<file path="src/rtl/vga_scan_timing.sv">
// VGA raster timing: DrawX/DrawY scan counters at Clk/2, one-pixel registered sync/blank/colour.
// Define VGA_FRAME_CNT_EN to add the 16-bit frame_cnt output.
module vga_scan_timing #(
  parameter int unsigned H_VISIBLE = 640,
  parameter int unsigned H_FP      = 16,
  parameter int unsigned H_SYNC    = 96,
  parameter int unsigned H_BP      = 48,
  parameter int unsigned V_VISIBLE = 480,
  parameter int unsigned V_FP      = 10,
  parameter int unsigned V_SYNC    = 2,
  parameter int unsigned V_BP      = 33
) (
  input  logic        Clk,
  input  logic        Reset_n,
  input  logic [7:0]  Red,
  input  logic [7:0]  Green,
  input  logic [7:0]  Blue,
  output logic [9:0]  DrawX,
  output logic [9:0]  DrawY,
  output logic        pixel_clk,
  output logic        frame_start,
  output logic        VGA_HS,
  output logic        VGA_VS,
  output logic        VGA_BLANK_N,
  output logic [7:0]  VGA_R,
  output logic [7:0]  VGA_G,
  output logic [7:0]  VGA_B
`ifdef VGA_FRAME_CNT_EN
  ,
  output logic [15:0] frame_cnt
`endif
);

  localparam int unsigned HTotal = H_VISIBLE + H_FP + H_SYNC + H_BP;
  localparam int unsigned VTotal = V_VISIBLE + V_FP + V_SYNC + V_BP;

  localparam logic [9:0] HLast    = 10'(HTotal - 1);
  localparam logic [9:0] VLast    = 10'(VTotal - 1);
  localparam logic [9:0] HVis     = 10'(H_VISIBLE);
  localparam logic [9:0] VVis     = 10'(V_VISIBLE);
  localparam logic [9:0] HsFirst  = 10'(H_VISIBLE + H_FP);
  localparam logic [9:0] HsLast   = 10'(H_VISIBLE + H_FP + H_SYNC - 1);
  localparam logic [9:0] VsFirst  = 10'(V_VISIBLE + V_FP);
  localparam logic [9:0] VsLast   = 10'(V_VISIBLE + V_FP + V_SYNC - 1);

  logic       pix_en_q;
  logic [9:0] x_q, y_q;
  logic       hs_q, vs_q, de_q, fs_q;
  logic [7:0] r_q, g_q, b_q;

  logic x_wrap, y_wrap, hs0, vs0, de0;

  always_comb begin
    x_wrap = (x_q == HLast);
    y_wrap = (y_q == VLast);
    hs0    = !((x_q >= HsFirst) && (x_q <= HsLast));
    vs0    = !((y_q >= VsFirst) && (y_q <= VsLast));
    de0    = (x_q < HVis) && (y_q < VVis);
  end

  // Counters and the pin stage both move only on pix_en, so pins trail DrawX/DrawY by one pixel.
  always_ff @(posedge Clk or negedge Reset_n) begin
    if (!Reset_n) begin
      pix_en_q <= 1'b0;
      x_q      <= '0;
      y_q      <= '0;
      hs_q     <= 1'b1;
      vs_q     <= 1'b1;
      de_q     <= 1'b0;
      r_q      <= '0;
      g_q      <= '0;
      b_q      <= '0;
      fs_q     <= 1'b0;
    end else begin
      pix_en_q <= ~pix_en_q;
      fs_q     <= pix_en_q && x_wrap && y_wrap;
      if (pix_en_q) begin
        if (x_wrap) begin
          x_q <= '0;
          y_q <= y_wrap ? '0 : y_q + 10'd1;
        end else begin
          x_q <= x_q + 10'd1;
        end
        hs_q <= hs0;
        vs_q <= vs0;
        de_q <= de0;
        r_q  <= de0 ? Red   : 8'h00;
        g_q  <= de0 ? Green : 8'h00;
        b_q  <= de0 ? Blue  : 8'h00;
      end
    end
  end

`ifdef VGA_FRAME_CNT_EN
  logic [15:0] frame_cnt_q;

  always_ff @(posedge Clk or negedge Reset_n) begin
    if (!Reset_n) begin
      frame_cnt_q <= '0;
    end else if (pix_en_q && x_wrap && y_wrap) begin
      frame_cnt_q <= frame_cnt_q + 16'd1;
    end
  end

  assign frame_cnt = frame_cnt_q;
`endif

  assign DrawX       = x_q;
  assign DrawY       = y_q;
  assign pixel_clk   = pix_en_q;
  assign frame_start = fs_q;
  assign VGA_HS      = hs_q;
  assign VGA_VS      = vs_q;
  assign VGA_BLANK_N = de_q;
  assign VGA_R       = r_q;
  assign VGA_G       = g_q;
  assign VGA_B       = b_q;

endmodule

</file>
<file path="config.mk">
export PLATFORM = sky130hd
export DESIGN_NAME = vga_scan_timing
export DESIGN_NICKNAME = d
export VERILOG_FILES = /design/src/rtl/vga_scan_timing.sv
export SDC_FILE = /design/constraint.sdc
export NUM_CORES = 1
export LEC_CHECK = 0
export ABC_AREA = 1
export BUFFER_PORTS_ARGS = -buffer_cell sky130_fd_sc_hd__buf_2
export CAP_MARGIN = 20
export CORE_MARGIN = 5
export CORE_UTILIZATION = 44
export CTS_CLUSTER_DIAMETER = 100
export CTS_CLUSTER_SIZE = 12
export DETAILED_ROUTE_END_ITERATION = 8
export PLACE_DENSITY = 0.74
export SLEW_MARGIN = 40
export SYNTH_ARGS = -nofsm -noshare
export SYNTH_HDL_FRONTEND = slang
export SYNTH_SLANG_ARGS = --single-unit
</file>
<file path="constraint.sdc">
create_clock -name Clk -period 4.2 [get_ports Clk]
set_input_delay 0.21 -clock Clk [delete_from_list [all_inputs] [get_ports Clk]]
set_output_delay 0.21 -clock Clk [all_outputs]
set_load 0.02 [all_outputs]
</file>
* Yosys cells after proc, flatten, opt, wreduce, memory -nomap -nowiden *
Cells that the tools add are included.

word-level totals
  output and inout bits = 49
  input bits = 26
  logic and storage cells = 34
  register bits after elaboration = 49

cells by class
  equal/unequal tests = 2
  reductions and logical operators = 8
  multiplexer cells = 5
  $add $sub $neg = 2
  bitwise logic cells = 1
  $lt $le $gt $ge = 6

operator list
  operator               number
  $mux 8                 3
  $add 10x1->10 const B  2
  $eq 10x10->1 const B   2
  $mux 10                2
  $ge 10x10->1 const B   1
  $ge 10x9->1 const B    1
  $le 10x10->1 const B   1
  $le 10x9->1 const B    1
  $lt 10x10->1 const B   1
  $lt 10x9->1 const B    1
  $logic_and 1x1->1      5
  $logic_not 1->1        2
  $reduce_and 2->1       1
  $not 1->1              1

* Depth between registers and ports, before layout *
Gate-level depths: netlist of run 1.

  word-level depth = 3
  depth in mapped cells = 8
  mapped depth without buffers = 8

* Worst setup path after synthesis of run 1 *
No wires, ideal clock.

  path type = register to register
  start = register y_q[0], in the netlist DrawY[0]
  end = register y_q[0], in the netlist DrawY[0]
  stages on the path, launching flop included = 8
  buffers on the path = 0
  period minus slack after synthesis = 1453 ps
  setup time = 125 ps
  required time = 4075 ps
  arrival time = 1329 ps
  slack = 2747 ps
  path through = dfrtp_1 > inv_1 > ha_1 > inv_1 > nor2_1 > nand4_1 > nand3_1 > o21ai_1

on the way
  longest elaborated chain between the ends = 2
  elaborated cells on any way between the ends = 3
  classes of those cells = add/sub: 1; eq/ne: 1; mux: 1

RTL lines
  item                                           RTL line  RTL
  start: declaration                             47        logic [9:0] x_q, y_q;
  start signal: assignment                       80        y_q <= y_wrap ? '0 : y_q + 10'd1;
  $add 10x1->10 or $eq 10x10->1 (tied branches)  80, 55
  $mux 10 *                                      80

Every way passes the cells marked *; elsewhere a longest branch is shown, timed or not.
A chain may end at the register's enable or synchronous reset.

==> results, run 1 <==
- The flow ran to the end, and the final reports show no timing, DRC or antenna violations.
- The worst path meets setup with 2.51 ns of slack.
- For this design, the sink count on the clock tree is 49.
- The most used flip-flop cell after synthesis is sky130_fd_sc_hd__dfrtp_1.
- Entering global routing, the biggest net connects 50 pins.
- Port buffering added 74 buffers.
- Clock-pin slew was measured on the worst setup and hold paths at roughly 0.09 ns.
- The setup-violating endpoint count in the final report is 0.
- The worst reg2reg path depth is 5.
- The most critical setup path has its startpoint at pixel_clk.
- The initial core utilization is 0.446.
- The share of total power dissipated in combinational logic is 0.065.
- Global routing finished with a remaining overflow of 0.
- The startpoint of the lowest-slack register-to-register path is pixel_clk.
- The fraction of synthesis flops using an asynchronous set or reset pin is 1.00.
- The final weighted congestion in routability-driven placement is approximately 0.9.
- The count of final max-slew check failures is 0.
- TritonCTS built the clock tree.
- The number of resized instances in the post-cts repair step is 0.
- In this run the most critical hold path is launched from Red[0].
- The number of hold buffers added after CTS is 1.
- The top-level I/O count is 75.
- Derived from the worst setup path, the maximum achievable clock frequency is around 590 MHz.
- From left edge to right edge, the die measures roughly 84 um.
- The number of setup buffers added after CTS is 0.
- The via total after detailed routing is 2,104.
- The total detailed-routing wirelength is 5340 um.
- The area added between synthesis and finish is 22.5%.
- With fillers left out, the area of the finished cells amounts to 2970 um2.
- The synthesized design spends more area on one cell type than any other, namely sky130_fd_sc_hd__dfrtp_1.
- Across all register-to-register paths, the minimum setup slack is 2.51 ns.
- Power spread over the standard cell area amounts to 300 nW/um2.
- The final net count is 399.
- The highest cell delay on the worst timing path is 0.56 ns.
- After detailed placement, the total cell area comes to 2840 um2.
- The first detailed-routing pass took 4 iterations.
- In the final layout, the share of cells above drive strength 1 is 0.282.
- After synthesis, the cell types taking the most area are sky130_fd_sc_hd__dfrtp_1 48%, sky130_fd_sc_hd__nand2_1 10%, sky130_fd_sc_hd__inv_1 7.9%, sky130_fd_sc_hd__o21ai_0 6.4%, sky130_fd_sc_hd__nand3_1 4.1%.
- Detailed placement finished with a half-perimeter wire length of 3900 um.
- For the worst-skew pair, the clock arrives at the later sink with an insertion delay of approximately 0.31 ns.
- TritonCTS created 5 clock buffers.
- For hold timing, the worst endpoint is VGA_R[0].
- In this run the deepest clock path goes through 2 buffers.
- Of the total power, the share spent switching nets is 0.234.
- The cell at the slowest stage of the critical path is sky130_fd_sc_hd__dfrtp_1.
- The first global-routing pass estimated roughly 9000 um of wire.
- Of the total power, registers draw 0.549.
- The capturing point of the worst reg2reg path is DrawX[5].
- Measured on the finished design, the core utilization comes to 0.547.
- The number of antenna violations at the first check in global routing is 0.
- The count of final hold-check violations is 0.
- The root buffer selected by CTS is sky130_fd_sc_hd__clkbuf_8.
- The total global-route track usage is 0.156.
- The analysis attributes to cell leakage a power of around 1.6 nW.
- Summing every instance area after synthesis gives 2430 um2.
- Ranked by instance count, the synthesized netlist is headed by 66 x sky130_fd_sc_hd__nand2_1, 51 x sky130_fd_sc_hd__inv_1, 47 x sky130_fd_sc_hd__dfrtp_1.
- Dividing the final minimum period by the clock period gives 0.401.
- The minimum setup slack after placement is 2.53 ns.
- The share of the Yosys chip area taken by registers is 0.506.
- 0 antenna diodes ended up in the layout.
- In this run the core area contains 27 standard-cell rows.
- The die covers 7100 um2.
- Setup repair after global routing left no endpoint under its margin.
- Once placement completed, the tool counted placed cells totaling 432.
- The overall die height is 84.3 um.
- The placeable core area is 5440 um2.
- The number of standard cells after synthesis is 293.
- The reported max-cap violation count is 0.
- Yosys mapped a number of flops with a built-in enable equal to 0.
- The cell-internal power is 0.683 mW.
- The signal on the critical path passes through inv_2 -> nor3_2 -> nand3_1 -> o21ai_0 -> nor2_1.
- CTS built an H-tree with a depth of 2.
- The post-layout minimum cycle time is roughly 1.7 ns.
- The synthesis warning total is 0.
- The class of the most critical setup path is reg2reg.
- The worst hold path passes through 3 cells.
- The share of total power in the clock network is 0.386.
- The synthesized design contains between 40 and 50 register bits.
- The proportion of netlist area held by the largest area contributor is 0.485.
- At the pin with the least slew margin, the transition time is 0.605 ns.
- In this run, distinct cell masters in the synthesized netlist total 29.
- STA classifies the critical path endpoint as a flip-flop.
- The post-synth net total is 324.
- The post-route clock skew is 0.00754 ns.
- In this run the mean area of a mapped cell was 8.28 um2.
- Along the worst path, the maximum fanout reaches 32.
- The switching power total is around 0.21 mW.
- The worst-case IR drop observed on VDD is 0.167 mV.
- The arrival time at the worst endpoint is 1.88 ns.
- The detail route stage leaves a number of antenna-violating nets equal to 0.
- The via count of the first global-routing pass is 2,059.
- The relative max-transition margin is 0.597.
- Leaving out filler cells and counting taps, the final layout contains around 440.
- After detailed routing, the number of remaining DRC violations is 0.
- The worst path required time is 4.40 ns.
- The sum of negative setup slack is 0 ns.
- The worst setup path is launched from a flip-flop.
- The dominant cell by count in the synthesized netlist is sky130_fd_sc_hd__nand2_1.
- The mean routed wirelength per cell is 12.1 um.
- The violation count after the first detailed-routing iteration is 136.
- The worst hold path belongs to the class in2reg.
- The detailed-route vias per instance is 4.77.
-- sequential cells by signal, indices dropped and copies added, names as in the netlist, 8 cells and up --
register	count
VGA_B	8
DrawX	10
DrawY	10
VGA_G	8
VGA_R	8
-- power groups by stage --
stage               Combinational [mW]  Clock [mW]  Sequential (mW)
floorplan                      0.00831           0            0.513
global placement                0.0575           0            0.499
detailed placement              0.0593           0            0.498
CTS                             0.0596       0.353            0.490
global route                    0.0657       0.370            0.491
finish                          0.0579       0.344            0.490
-- logic make-up after synthesis --
group                    count (synthesis)  synth area share
AO/OA/AOI/OAI                           44            0.0954
XOR/XNOR                                 4            0.0144
adder cells (fa/ha/maj)                  5            0.0258
buffers and inverters                   64             0.107
flip-flops                              49             0.506
AND/OR/NAND/NOR                        127             0.251
-- routing by layer --
layer / share of wire / up-vias / GRT usage
met5: 0 / - / 0
met4: 0.012 / 0 / 0.0453
met3: 0.080 / 7 / 0.0530
met2: 0.46 / 67 / 0.258
met1: 0.44 / 962 / 0.194
li1: - / 1068 / -
-- layout by cell type (no fill, tap or decap), drive strengths merged --
| master | count |
|---|---|
| buf | 74 |
| nand2 | 67 |
| nand4 | 9 |
| nor3 | 6 |
| dlygate4sd3 | 1 |
| inv | 58 |
| o21ai | 39 |
| xor2 | 4 |
| or2 | 2 |
| clkinv | 1 |
| nand3 | 23 |
| a31oi | 2 |
| a21oi | 2 |
| ha | 5 |
| o22ai | 1 |
| dfstp | 2 |
| clkbuf | 5 |
| dfrtp | 47 |
| nor2 | 20 |
| bufinv | 1 |
-- metrics by stage --
step / hold slack [ns] / power, mW
2_1_floorplan: -0.0856 / 0.522
3_3_place_gp: 0.459 / 0.556
3_5_place_dp: 0.273 / 0.558
4_1_cts: 0.133 / 0.903
5_1_grt: 0.142 / 0.927
6_report: 0.140 / 0.892
-- worst max path at each step --
stage                     to  slack, ns  depth (start not counted)
finish              DrawX[5]       2.51                          5
global route        DrawX[5]       2.32                          5
CTS                 DrawX[5]       2.52                          5
detailed placement  DrawX[5]       2.53                          5
global placement    DrawX[3]       2.60                          5
floorplan           DrawY[0]       2.75                          7
-- critical path, delay by kind of cell, from the launching register on --
family	cells	cell delay, ns
DFF	1	0.56
and+or+nand+nor	3	0.51
buffers and inverters	1	0.33
AOI/OAI and AO/OA	1	0.18
-- area by class of cell --
class	count	area, um2
inverter	57	214
timing repair buffer	75	383
sequential	49	1230
tap	72	90.1
fill	499	2470
multi-input combinational	180	945
clock inverter	3	43.8
clock buffer	5	68.8
No activity file was read; power rests on OpenSTA's default activity.
==> run 2, diff against run 1 <==
Settings changed: PLACE_DENSITY 0.74 to 0.77.
Clock period 4.2 ns to 1.4 ns, I/O delays scaled along.
==> run 2 against run 1 <==
Die area unchanged. Clock skew increased by 0.0031 ns. Combinational power increased to 3.7 times the previous value. Largest power group unchanged.
==> results, run 2 (same netlist as run 1, synthesis figures left out) <==
- The maximum level of the CTS H-tree is 2 (unchanged).
- The fraction of final layout cells sized beyond drive strength 1 is 0.359 (+0.0772).
- The peak ir drop on the vdd network is 0.566 mV (+240%).
- The floorplan die width is 84.3 um (unchanged).
- The cell count after placement is 454 (+5.1%).
- The via count of the first global-routing pass is 2,254 (+9.5%).
- The number of detailed-routing iterations run before antenna repair is 4 (unchanged).
- The endpoint class of the critical path is a flip-flop.
- The wire length of the first global-routing pass is 9850 um (+7.5%).
- The top-level I/O count is 75 (unchanged).
- The final weighted congestion in routability-driven placement came to 0.848 (-5.8%).
- The placeable core area was 5440 um2 (unchanged).
- The post-layout minimum cycle time is 1.34 ns (-0.342 ns).
- The number of diodes was 0 (unchanged).
- The achievable clock frequency was 744 MHz (+25%).
- The startpoint of the lowest-slack register-to-register path is DrawX[6].
- The final critical-path share of the clock period was 0.960 (+0.559).
- The number of antenna violations at the first check in global routing is 0 (unchanged).
- The final core area utilization was 0.628 (+0.0819).
- The HPWL after detailed placement came to 4200 um (+7.6%).
- The number of nets with antenna violations after detailed routing is 0 (unchanged).
- The reported max-cap violation count is 0 (unchanged).
- Leaving out fill and tap cells, the most frequent cells in the layout are 74 x sky130_fd_sc_hd__buf_2, 63 x sky130_fd_sc_hd__nand2_1, 48 x sky130_fd_sc_hd__inv_1.
- TritonCTS built the clock tree.
- The clock-pin slew of the registers on the worst-case setup and hold paths was 0.09 ns (about the same).
- The final non-filler cell total was 487 (+10%).
- The overall die height was 84.3 um (unchanged).
- The count of final max-slew check failures is 0 (unchanged).
- The capturing point of the worst reg2reg path is DrawY[7].
- The total detailed-routing wirelength is 5910 um (+11%).
- The worst reg2reg path depth was 8 (+3).
- The final critical-path setup slack came to 0.0558 ns (-2.46 ns).
- The switching power total came to 0.629 mW (+200%).
- The logic gate share of total power came to 0.079 (+0.014).
- The flow ran to the end, and the final reports show no timing, DRC or antenna violations.
- The total global-route track usage is 0.168 (+0.0121).
- The count of port buffers added during placement was 74 (unchanged).
- The number of fill cells in the layout is 456 (-8.6%).
- The site row count was 27 (unchanged).
- The detailed-route vias per instance is 4.71 (-1.3%).
- The largest fanout of any net on the critical path was 8 (-75%).
- The area growth from synthesis to layout is 40.9%.
- The terminating pin of the worst hold path is VGA_B[6].
- The pin count of the biggest net entering global routing is 32 (-36%).
- The worst setup path is launched from a flip-flop.
- The relative max-transition margin is 0.804 (+0.207).
- The setup-violating endpoint count in the final report is 0 (unchanged).
- The worst path required time is 1.63 ns (-2.77 ns).
- The arrival time at the worst endpoint is 1.57 ns (-0.31 ns).
- The final global-route overflow total was 0 (unchanged).
- The area of combinational cells with multiple inputs came to 962 um2 (+1.9%).
- The share of total power in the clock network came to 0.379 (-0.007).
- The tree is rooted in a sky130_fd_sc_hd__clkbuf_8.
- The final routed DRC violation total is 0 (unchanged).
- The type of the tightest min-delay check is in2reg.
- The count of final hold-check violations is 0 (unchanged).
- The final net count is 445 (+12%).
- The violation count after the first detailed-routing iteration is 83 (-39%).
- The worst hold path begins at Blue[6].
- Setup repair after global routing could not meet its margin everywhere.
- The number of buffers on the longest clock path was 2 (unchanged).
- The leakage power is 1.78 nW (+14%).
- The register share of total power was 0.542 (-0.007).
- The number of buffers added by the clock tree synthesis step is 5 (unchanged).
- The reg-to-reg setup timing slack was 0.06 ns (-2.46 ns).
- The flip-flop and latch area is 1230 um2 (+0.51%).
- The slew at the pin with the worst max-slew slack is 0.294 ns (-0.311 ns).
- Leaving out fill and tap cells, the most frequent cell in the layout is sky130_fd_sc_hd__buf_2.
- The worst setup path is of the reg2reg kind.
- The number of cells on the worst hold path is 3 (unchanged).
- The minimum setup slack after placement came to -0.0265 ns (-2.56 ns).
- The count of clock tree sinks is 49 (unchanged).
- The total die area came to 7100 um2 (unchanged).
- The via total after detailed routing is 2,293 (+9.0%).
- The cell-internal power was 2.08 mW (+200%).
- The cell area power density was 793 nW/um2 (+160%).
- The mean routed wirelength per cell is 12.1 um (+0.15%).
- The initial core utilization is 0.446 (unchanged).
- The switching share of power is 0.232 (-0.00191).
- The clock latency at the later pin of the worst-skew pair is 0.31 ns (about the same).
- The post-route clock skew came to 0.0106 ns (+0.00307 ns).
-- run 2: worst max-delay path by stage --
| stage | start | end | slack (ns) | cells after the start |
|---|---|---|---|---|
| after global routing | DrawX[6] | DrawY[7] | -0.04 | 8 |
| after global placement | DrawY[1] | DrawY[1] | -0.005 | 7 |
| after CTS | DrawX[0] | DrawY[6] | 0.006 | 8 |
| final | DrawX[6] | DrawY[7] | 0.06 | 8 |
| after detailed placement | DrawY[0] | DrawY[1] | -0.03 | 7 |
| after floorplan | DrawY[0] | DrawY[0] | 0.04 | 7 |
-- run 2: through the flow --
step	hold WS, ns	power, mW	instance area (um2)	TNS [ns]
2_1_floorplan	-0.226	1.57	2430	0
3_3_place_gp	-0.122	1.68	3050	-0.00490
3_5_place_dp	-0.120	1.68	3050	-0.0760
4_1_cts	0.000945	2.73	3310	0
5_1_grt	0.00801	2.83	3420	-0.150
6_report	0.00186	2.71	3420	0
-- run 2: power groups by stage --
stage / Sequential [mW] / Combinational, mW / Clock [mW]
after global routing: 1.48 / 0.238 / 1.12
final: 1.47 / 0.214 / 1.03
after CTS: 1.47 / 0.213 / 1.05
after global placement: 1.50 / 0.180 / 0
after detailed placement: 1.49 / 0.185 / 0
after floorplan: 1.54 / 0.0249 / 0
-- run 2: cell type report --
| class | count | area share |
|---|---|---|
| Clock inverter | 3 | 0.0128 |
| Timing Repair Buffer | 121 | 0.235 |
| Multi-Input combinational cell | 180 | 0.281 |
| Tap cell | 72 | 0.0264 |
| Clock buffer | 5 | 0.0201 |
| Sequential cell | 49 | 0.361 |
| Inverter | 57 | 0.0633 |
-- run 2: timing repair --
item	CTS	global route
buffers inserted	1	9
endpoints found under the setup margin	6	32
resized for setup	0	13
gates cloned	0	0
endpoints found under the hold margin	61	1
hold buffers	14	1
pin swaps	0	3
-- run 2: routing by layer --
metal	wire [um]	global-route usage	vias up
li1	-	-	1167
met1	2660	0.222	1033
met2	2670	0.265	82
met3	467	0.0481	11
met4	110	0.0570	0
met5	0	0	-
-- run 2: worst max-delay path, stage by stage, from the launching register on --
cell and delay (ns):
sky130_fd_sc_hd__dfrtp_1 0.40, sky130_fd_sc_hd__inv_2 0.07, sky130_fd_sc_hd__nand2_2 0.06, sky130_fd_sc_hd__nor2_4 0.14
sky130_fd_sc_hd__nand3_4 0.11, sky130_fd_sc_hd__nor2_8 0.21, sky130_fd_sc_hd__buf_12 0.14, sky130_fd_sc_hd__nand3_2 0.05
sky130_fd_sc_hd__o21ai_1 0.06
